--- src/rtl/ahb_lite_cmd_master.sv ---
// AHB-Lite single-transfer bus master driven by a valid/ready command stream.
// Address-phase (p0) and data-phase (p1) registers feed the bus; responses are registered (p2).
module ahb_lite_cmd_master #(
    parameter int ADDR_W = 32,
    parameter int DATA_W = 32
) (
    input  logic              HCLK,
    input  logic              HRESET,
    input  logic              cmd_valid,
    output logic              cmd_ready,
    input  logic              cmd_write,
    input  logic [ADDR_W-1:0] cmd_addr,
    input  logic [1:0]        cmd_size,
    input  logic [DATA_W-1:0] cmd_wdata,
    output logic              rsp_valid,
    output logic              rsp_write,
    output logic              rsp_err,
    output logic [DATA_W-1:0] rsp_rdata,
    output logic [ADDR_W-1:0] HADDR,
    output logic [1:0]        HTRANS,
    output logic              HWRITE,
    output logic [2:0]        HSIZE,
    output logic [2:0]        HBURST,
    output logic [3:0]        HPROT,
    output logic              HMASTLOCK,
    output logic [DATA_W-1:0] HWDATA,
    input  logic              HREADY,
    input  logic [DATA_W-1:0] HRDATA,
    input  logic              HRESP
);

    localparam logic [1:0] TRANS_IDLE   = 2'b00;
    localparam logic [1:0] TRANS_NONSEQ = 2'b10;

    logic              vld_p0;
    logic [ADDR_W-1:0] addr_p0;
    logic              write_p0;
    logic [1:0]        size_p0;
    logic [DATA_W-1:0] wdata_p0;
    logic              cancel;

    logic              vld_p1;
    logic              write_p1;
    logic [DATA_W-1:0] wdata_p1;

    // Discarded address-phase command still owed an error response after a cancel.
    logic              pend_vld;
    logic              pend_write;

    logic              accept;

    assign cmd_ready = ~cancel & (~vld_p0 | HREADY);
    assign accept    = cmd_valid & cmd_ready;

    assign HTRANS    = (vld_p0 & ~cancel) ? TRANS_NONSEQ : TRANS_IDLE;
    assign HADDR     = addr_p0;
    assign HWRITE    = write_p0;
    assign HSIZE     = {1'b0, size_p0};
    assign HBURST    = 3'b000;
    assign HPROT     = 4'b0011;
    assign HMASTLOCK = 1'b0;
    assign HWDATA    = wdata_p1;

    always_ff @(posedge HCLK) begin
        if (HRESET) begin
            vld_p0     <= 1'b0;
            addr_p0    <= '0;
            write_p0   <= 1'b0;
            size_p0    <= 2'b00;
            cancel     <= 1'b0;
            vld_p1     <= 1'b0;
            write_p1   <= 1'b0;
            wdata_p1   <= '0;
            pend_vld   <= 1'b0;
            pend_write <= 1'b0;
            rsp_valid  <= 1'b0;
            rsp_write  <= 1'b0;
            rsp_err    <= 1'b0;
            rsp_rdata  <= '0;
        end else begin
            rsp_valid <= 1'b0;
            pend_vld  <= 1'b0;

            // p2: owed second error response goes out the cycle after the first
            if (pend_vld) begin
                rsp_valid <= 1'b1;
                rsp_write <= pend_write;
                rsp_err   <= 1'b1;
                rsp_rdata <= '0;
            end

            if (cancel) begin
                if (HREADY) begin
                    rsp_valid  <= vld_p1;
                    rsp_write  <= write_p1;
                    rsp_err    <= 1'b1;
                    rsp_rdata  <= '0;
                    pend_vld   <= vld_p0;
                    pend_write <= write_p0;
                    vld_p0     <= 1'b0;
                    vld_p1     <= 1'b0;
                    cancel     <= 1'b0;
                end
            end else begin
                // p1 -> p2: data phase completes on HREADY
                if (HREADY) begin
                    if (vld_p1) begin
                        rsp_valid <= 1'b1;
                        rsp_write <= write_p1;
                        rsp_err   <= HRESP;
                        rsp_rdata <= (~write_p1 & ~HRESP) ? HRDATA : '0;
                    end
                    // p0 -> p1
                    vld_p1   <= vld_p0;
                    write_p1 <= write_p0;
                    wdata_p1 <= wdata_p0;
                end else if (vld_p1 & HRESP) begin
                    cancel <= 1'b1;
                end

                // cmd -> p0
                if (accept) begin
                    vld_p0   <= 1'b1;
                    addr_p0  <= cmd_addr;
                    write_p0 <= cmd_write;
                    size_p0  <= cmd_size;
                    wdata_p0 <= cmd_wdata;
                end else if (HREADY) begin
                    vld_p0 <= 1'b0;
                end
            end
        end
    end

endmodule
--- config.mk ---
export PLATFORM = sky130hd
export DESIGN_NAME = ahb_lite_cmd_master
export DESIGN_NICKNAME = d
export VERILOG_FILES = /design/src/rtl/ahb_lite_cmd_master.sv
export SDC_FILE = /design/constraint.sdc
export NUM_CORES = 1
export LEC_CHECK = 0
export BUFFER_PORTS_ARGS = -buffer_cell sky130_fd_sc_hd__buf_2
export CAP_MARGIN = 25
export CORE_MARGIN = 5
export CORE_UTILIZATION = 40
export DETAILED_ROUTE_END_ITERATION = 8
export PLACE_DENSITY = 0.69
export SKIP_CTS_REPAIR_TIMING = 1
export SLEW_MARGIN = 0
export SYNTH_ARGS = -nofsm -noshare
export SYNTH_HDL_FRONTEND = slang
export SYNTH_SLANG_ARGS = --single-unit
--- constraint.sdc ---
create_clock -name HCLK -period 4.23 [get_ports HCLK]
set_input_delay 0.2115 -clock HCLK [delete_from_list [all_inputs] [get_ports HCLK]]
set_output_delay 0.2115 -clock HCLK [all_outputs]
set_load 0.005 [all_outputs]
---- Word level (Yosys, flattened, before mapping) ----
Index checks and enable logic that the tools add are counted.
operators by class
  muxes and demuxes ....................... 32
  bitwise gates (word level) .............. 12
  reduce and logical (&&, ||, !) cells .... 5
operators with widths
  kind                 count
  32-bit two-way mux   6
  1-bit two-way mux    25
  1-bit inverter       6
  2-bit AND reduction  3
  1-bit AND            5
  3-bit AND reduction  1
  3-bit OR reduction   1
  2-bit two-way mux    1
  1-bit OR             1
storage, ports and cells
  register bits after elaboration ......... 140
  output and inout port bits .............. 114
  logic and storage cells ................. 64

---- Logic depth before layout (Yosys ltp) ----
  depth after elaboration ................. 6
  mapped depth ............................ 6
  gate-level depth less buffers ........... 3

---- Worst setup path before layout ----
OpenSTA, ideal clock, no wires.
  path kind ............................... reg2reg
  start point ............................. register cancel
  end point ............................... register wdata_p0[0], enable pin
  setup time .............................. 0.461 ns
  data arrival time ....................... 3.039 ns
  required time ........................... 3.769 ns
  setup slack ............................. 0.730 ns
  cell stages (with the launch flop) ...... 6
  path buffers ............................ 3
  cell sequence ........................... dfxtp_1 -> buf_6 -> nand2b_4 -> buf_6 -> clkbuf_1 -> nor3_1
on the way
  word-level cells in the longest chain between the ends .. 4
RTL lines
  element                            line  source
  from (decl)                        40    logic cancel;
  from (signal assigned)             70    cancel <= 1'b0;
  from (signal assigned)             102   cancel <= 1'b0;
  from (signal assigned)             118   cancel <= 1'b1;
  1-bit inverter (no line) (*)       n/a
  1-bit AND                          52    assign cmd_ready = ~cancel & (~vld_p0 | HREADY);
  1-bit AND                          53    assign accept = cmd_valid & cmd_ready;
  3-bit AND reduction (no line) (*)  n/a
  to (signal assigned)               127   wdata_p0 <= cmd_wdata;
  to (decl)                          39    logic [DATA_W-1:0] wdata_p0;
Mark *: on every way between the ends. The rest lies on a longest branch, timed or not.
A chain may end at the register's enable or synchronous reset.

---- Final worst setup path ----
  start point ............................. register vld_p0
  end point ............................... register wdata_p0[9], enable pin
on the way
  word-level cells in the longest chain between the ends .. 5
RTL lines
  element                        line  source
  from (decl)                    35    logic vld_p0;
  from (signal assigned)         66    vld_p0 <= 1'b0;
  from (signal assigned)         100   vld_p0 <= 1'b0;
  from (signal assigned)         123   vld_p0 <= 1'b1;
  1-bit inverter                 52
  1-bit OR                       52
  1-bit AND                      52
  1-bit AND                      53
  3-bit AND reduction (no line)  n/a
No other way between the ends.

==> results.md <==
- Status: finished clean
- GRT overflow: 0
- Worst hold stages: 2
- Power Total: 0.00324 W
- Combinational share of power: 7.9%
- ANT nets after route: 0
- Yosys reg bits: 140
- Clk_lat worst skew: 410 ps
- Worst slew margin: 47.2%
- CTS clk-pin slew, worst paths: 60 ps
- Cell area after synthesis: 0.00497 sq mm
- Global-route wire length before repair: 19,200 um
- Ports: 218
- Cell count after synthesis: 460
- Vias in the first global route: 3,908
- WS Path Type: flip-flop to flip-flop
- Critical-path cell list: nor2b_4 -> buf_16 -> nor3_2 -> buf_4
- Worst Hold Class: input port to flip-flop
- Maximum clock path buffer count: 2
- Unrepaired setup endpoints after global routing: false
- Slew Limit Fails: 0
- Count leader, synth: dfxtp_1
- Leakage: 3.16 nW
- Endpoint class of the critical path: flip-flop
- Vias: 4,186
- Ys async rst share: 0%
- Largest net degree at the start of global routing: 75
- Crit path max fanout: 38
- Fmax: 534 MHz
- Core Region: 0.0121 sq mm
- Initial DRC Count: 235
- Post-synth EDFFs: 32
- Final nets: 788
- Initial antenna violation count: 0
- CP Buf/Inv Count: 2
- Internal power: 0.00249 W
- R2R setup slack: 2360 ps
- Main flop type after synthesis: dfxtp_1
- Fill count: 1,002
- Delay-heaviest family, CP: simple AND/OR/NAND/NOR gates
- Hold path startpoint: HRDATA[16]
- Switching fraction of total power: 23.0%
- Slowest stage delay, CP: 580 ps
- Dpl hpwl: 8480 um
- Fin crit share: 44.3%
- Sequential share of power: 44.9%
- Clock Skew: 7.56 ps
- Drt first pass iters: 4
- Sequential fraction of the synthesis area: 62.8%
- Final min period: 1870 ps
- Netlist cell types: 29
- DIE AREA: 0.0148 sq mm
- Row count: 40
- Worst endpoint required time: 4340 ps
- Ys Warns: 0
- Hold worst-path end: rsp_rdata[16]
- Cell count of the worst reg-to-reg path: 4
- Routed wire per std cell: 15.3 um
- CP max-delay cell: nor2b_4
- Area Overhead vs Synth: 41.5%
- Initial cell density of the core: 41.1%
- Post-synth top area share: 43.5%
- TritonCTS clock tree: yes
- Net Sw Power: 0.000743 W
- H-tree depth: 4
- GRT Resource Usage Total: 16.5%
- Worst flop-to-flop path endpoint: wdata_p0[9]
- Maximum vdd drop: 0.376 mV
- Mean Syn Cell Area: 10.8 sq um
- IO buf count: 207
- Share of total power in the clock network: 47.3%
- GP Congestion: 0.749
- Antenna Cells: 0
- Setup TNS: 0 ps
- Via/cell ratio: 4.84
- DRC: 0
- Hold violation count in the final report: 0
- CTS sink count: 140
- Top cells by area, synth: dfxtp_1 (43%), edfxtp_1 (19%), a21oi_1 (7.2%)
- FF-to-FF Start: vld_p0
- Setup violators final: 0
- Max-cap violations: 0
- Clock root buffer: clkbuf_16
- Startpoint types: flip-flop
- Pwr Density: 460 mW/mm^2
- Final wirelength: 13,200 um
- Top post-synthesis cells by count: dfxtp_1 (108), a21oi_1 (72), nand2_1 (70)
- Worst Max-Slew Pin Slew: 793 ps
- Total CTS buffers: 17
- DIE HEIGHT: 122 um
- Share of layout cells above drive strength 1: 36.6%
- Worst Path Arrival: 1990 ps
- Die width: 122 um
- Area leader, netlist: dfxtp_1
-- cell type report --
class                      count  area [sq um]  share of cell area, %
multi-input combinational    277          1620                   23.0
clock buffer                  17           425                   6.04
tap                          168           210                   2.99
timing repair buffer         248          1470                   20.9
clock inverter                15           186                   2.65
sequential                   140          3120                   44.4
-- cells by family (layout without fill, tap and decap cells) --
logic type / Yosys count / after routing / synth area share [%]
AOI/OAI and AO/OA: 142 / 142 / 16.9
buffers and inverters: 51 / 280 / 5.66
DFF: 140 / 140 / 62.8
muxes: 2 / 2 / 0.402
other: 2 / 10 / 0.151
and+or+nand+nor: 123 / 123 / 14.1
-- flip-flops by register name, indices dropped and copies added, names as in the netlist --
name / count
HADDR: 32
HWDATA: 32
rsp_rdata: 32
wdata_p0: 32
size_p0: 2
HWRITE: 1
cancel: 1
pend_vld: 1
pend_write: 1
rsp_err: 1
rsp_valid: 1
rsp_write: 1
vld_p0: 1
vld_p1: 1
write_p1: 1
-- power by group through the flow --
| stage | sequential (W) | combinational, W | clock, W |
|---|---|---|---|
| CTS | 0.00145 | 0.000228 | 0.00156 |
| floorplan | 0.00148 | 0.000115 | 0 |
| finish | 0.00145 | 0.000255 | 0.00153 |
| global route | 0.00146 | 0.000283 | 0.00162 |
| global placement | 0.00148 | 0.000216 | 0 |
| detailed placement | 0.00148 | 0.000226 | 0 |
-- metrics by stage --
| stage | std cells | instance area (sq um) | hold slack, ps | worst slack (ps) | utilization (%) |
|---|---|---|---|---|---|
| floorplan | 468 | 5000 | 310 | 730 | - |
| global placement | 796 | 6020 | 389 | 2290 | 49.7 |
| detailed placement | 797 | 6050 | 390 | 2230 | 49.9 |
| CTS | 829 | 6660 | -45.0 | 1990 | 55.0 |
| global route | 865 | 7040 | 0.498 | 2240 | 58.1 |
| finish | 865 | 7040 | 15.6 | 2360 | 58.1 |
-- routing by layer --
layer	global-route usage, %	routed length [um]
met2	26.0	6380
met1	20.2	5490
met4	6.30	185
met5	0	0
met3	6.57	1170
-- layout by cell type (no fill, tap or decap), drive strengths merged --
master / count
a21oi: 72
or3b: 35
clkinvlp: 3
nand2b: 3
a22o: 32
inv: 7
a221oi: 1
edfxtp: 32
nor3: 2
nand2: 70
nor2b: 4
nor2: 5
nor3b: 2
clkinv: 2
conb: 10
bufinv: 3
o21ai: 36
a211oi: 1
dlygate4sd3: 35
dfxtp: 108
mux2i: 2
nand3: 1
clkbuf: 17
buf: 213
or4: 1
-- how the worst max path moves through the flow --
stage | cells past startpoint | slack (ps) | startpoint | endpoint
global placement | 4 | 2290 | HREADY | wdata_p0[14]
finish | 4 | 2360 | vld_p0 | wdata_p0[9]
global route | 3 | 2240 | cancel | wdata_p0[11]
floorplan | 5 | 730 | cancel | wdata_p0[0]
detailed placement | 3 | 2230 | vld_p0 | wdata_p0[3]
CTS | 3 | 1990 | vld_p0 | cmd_ready
No activity file was read; power rests on OpenSTA's default activity.
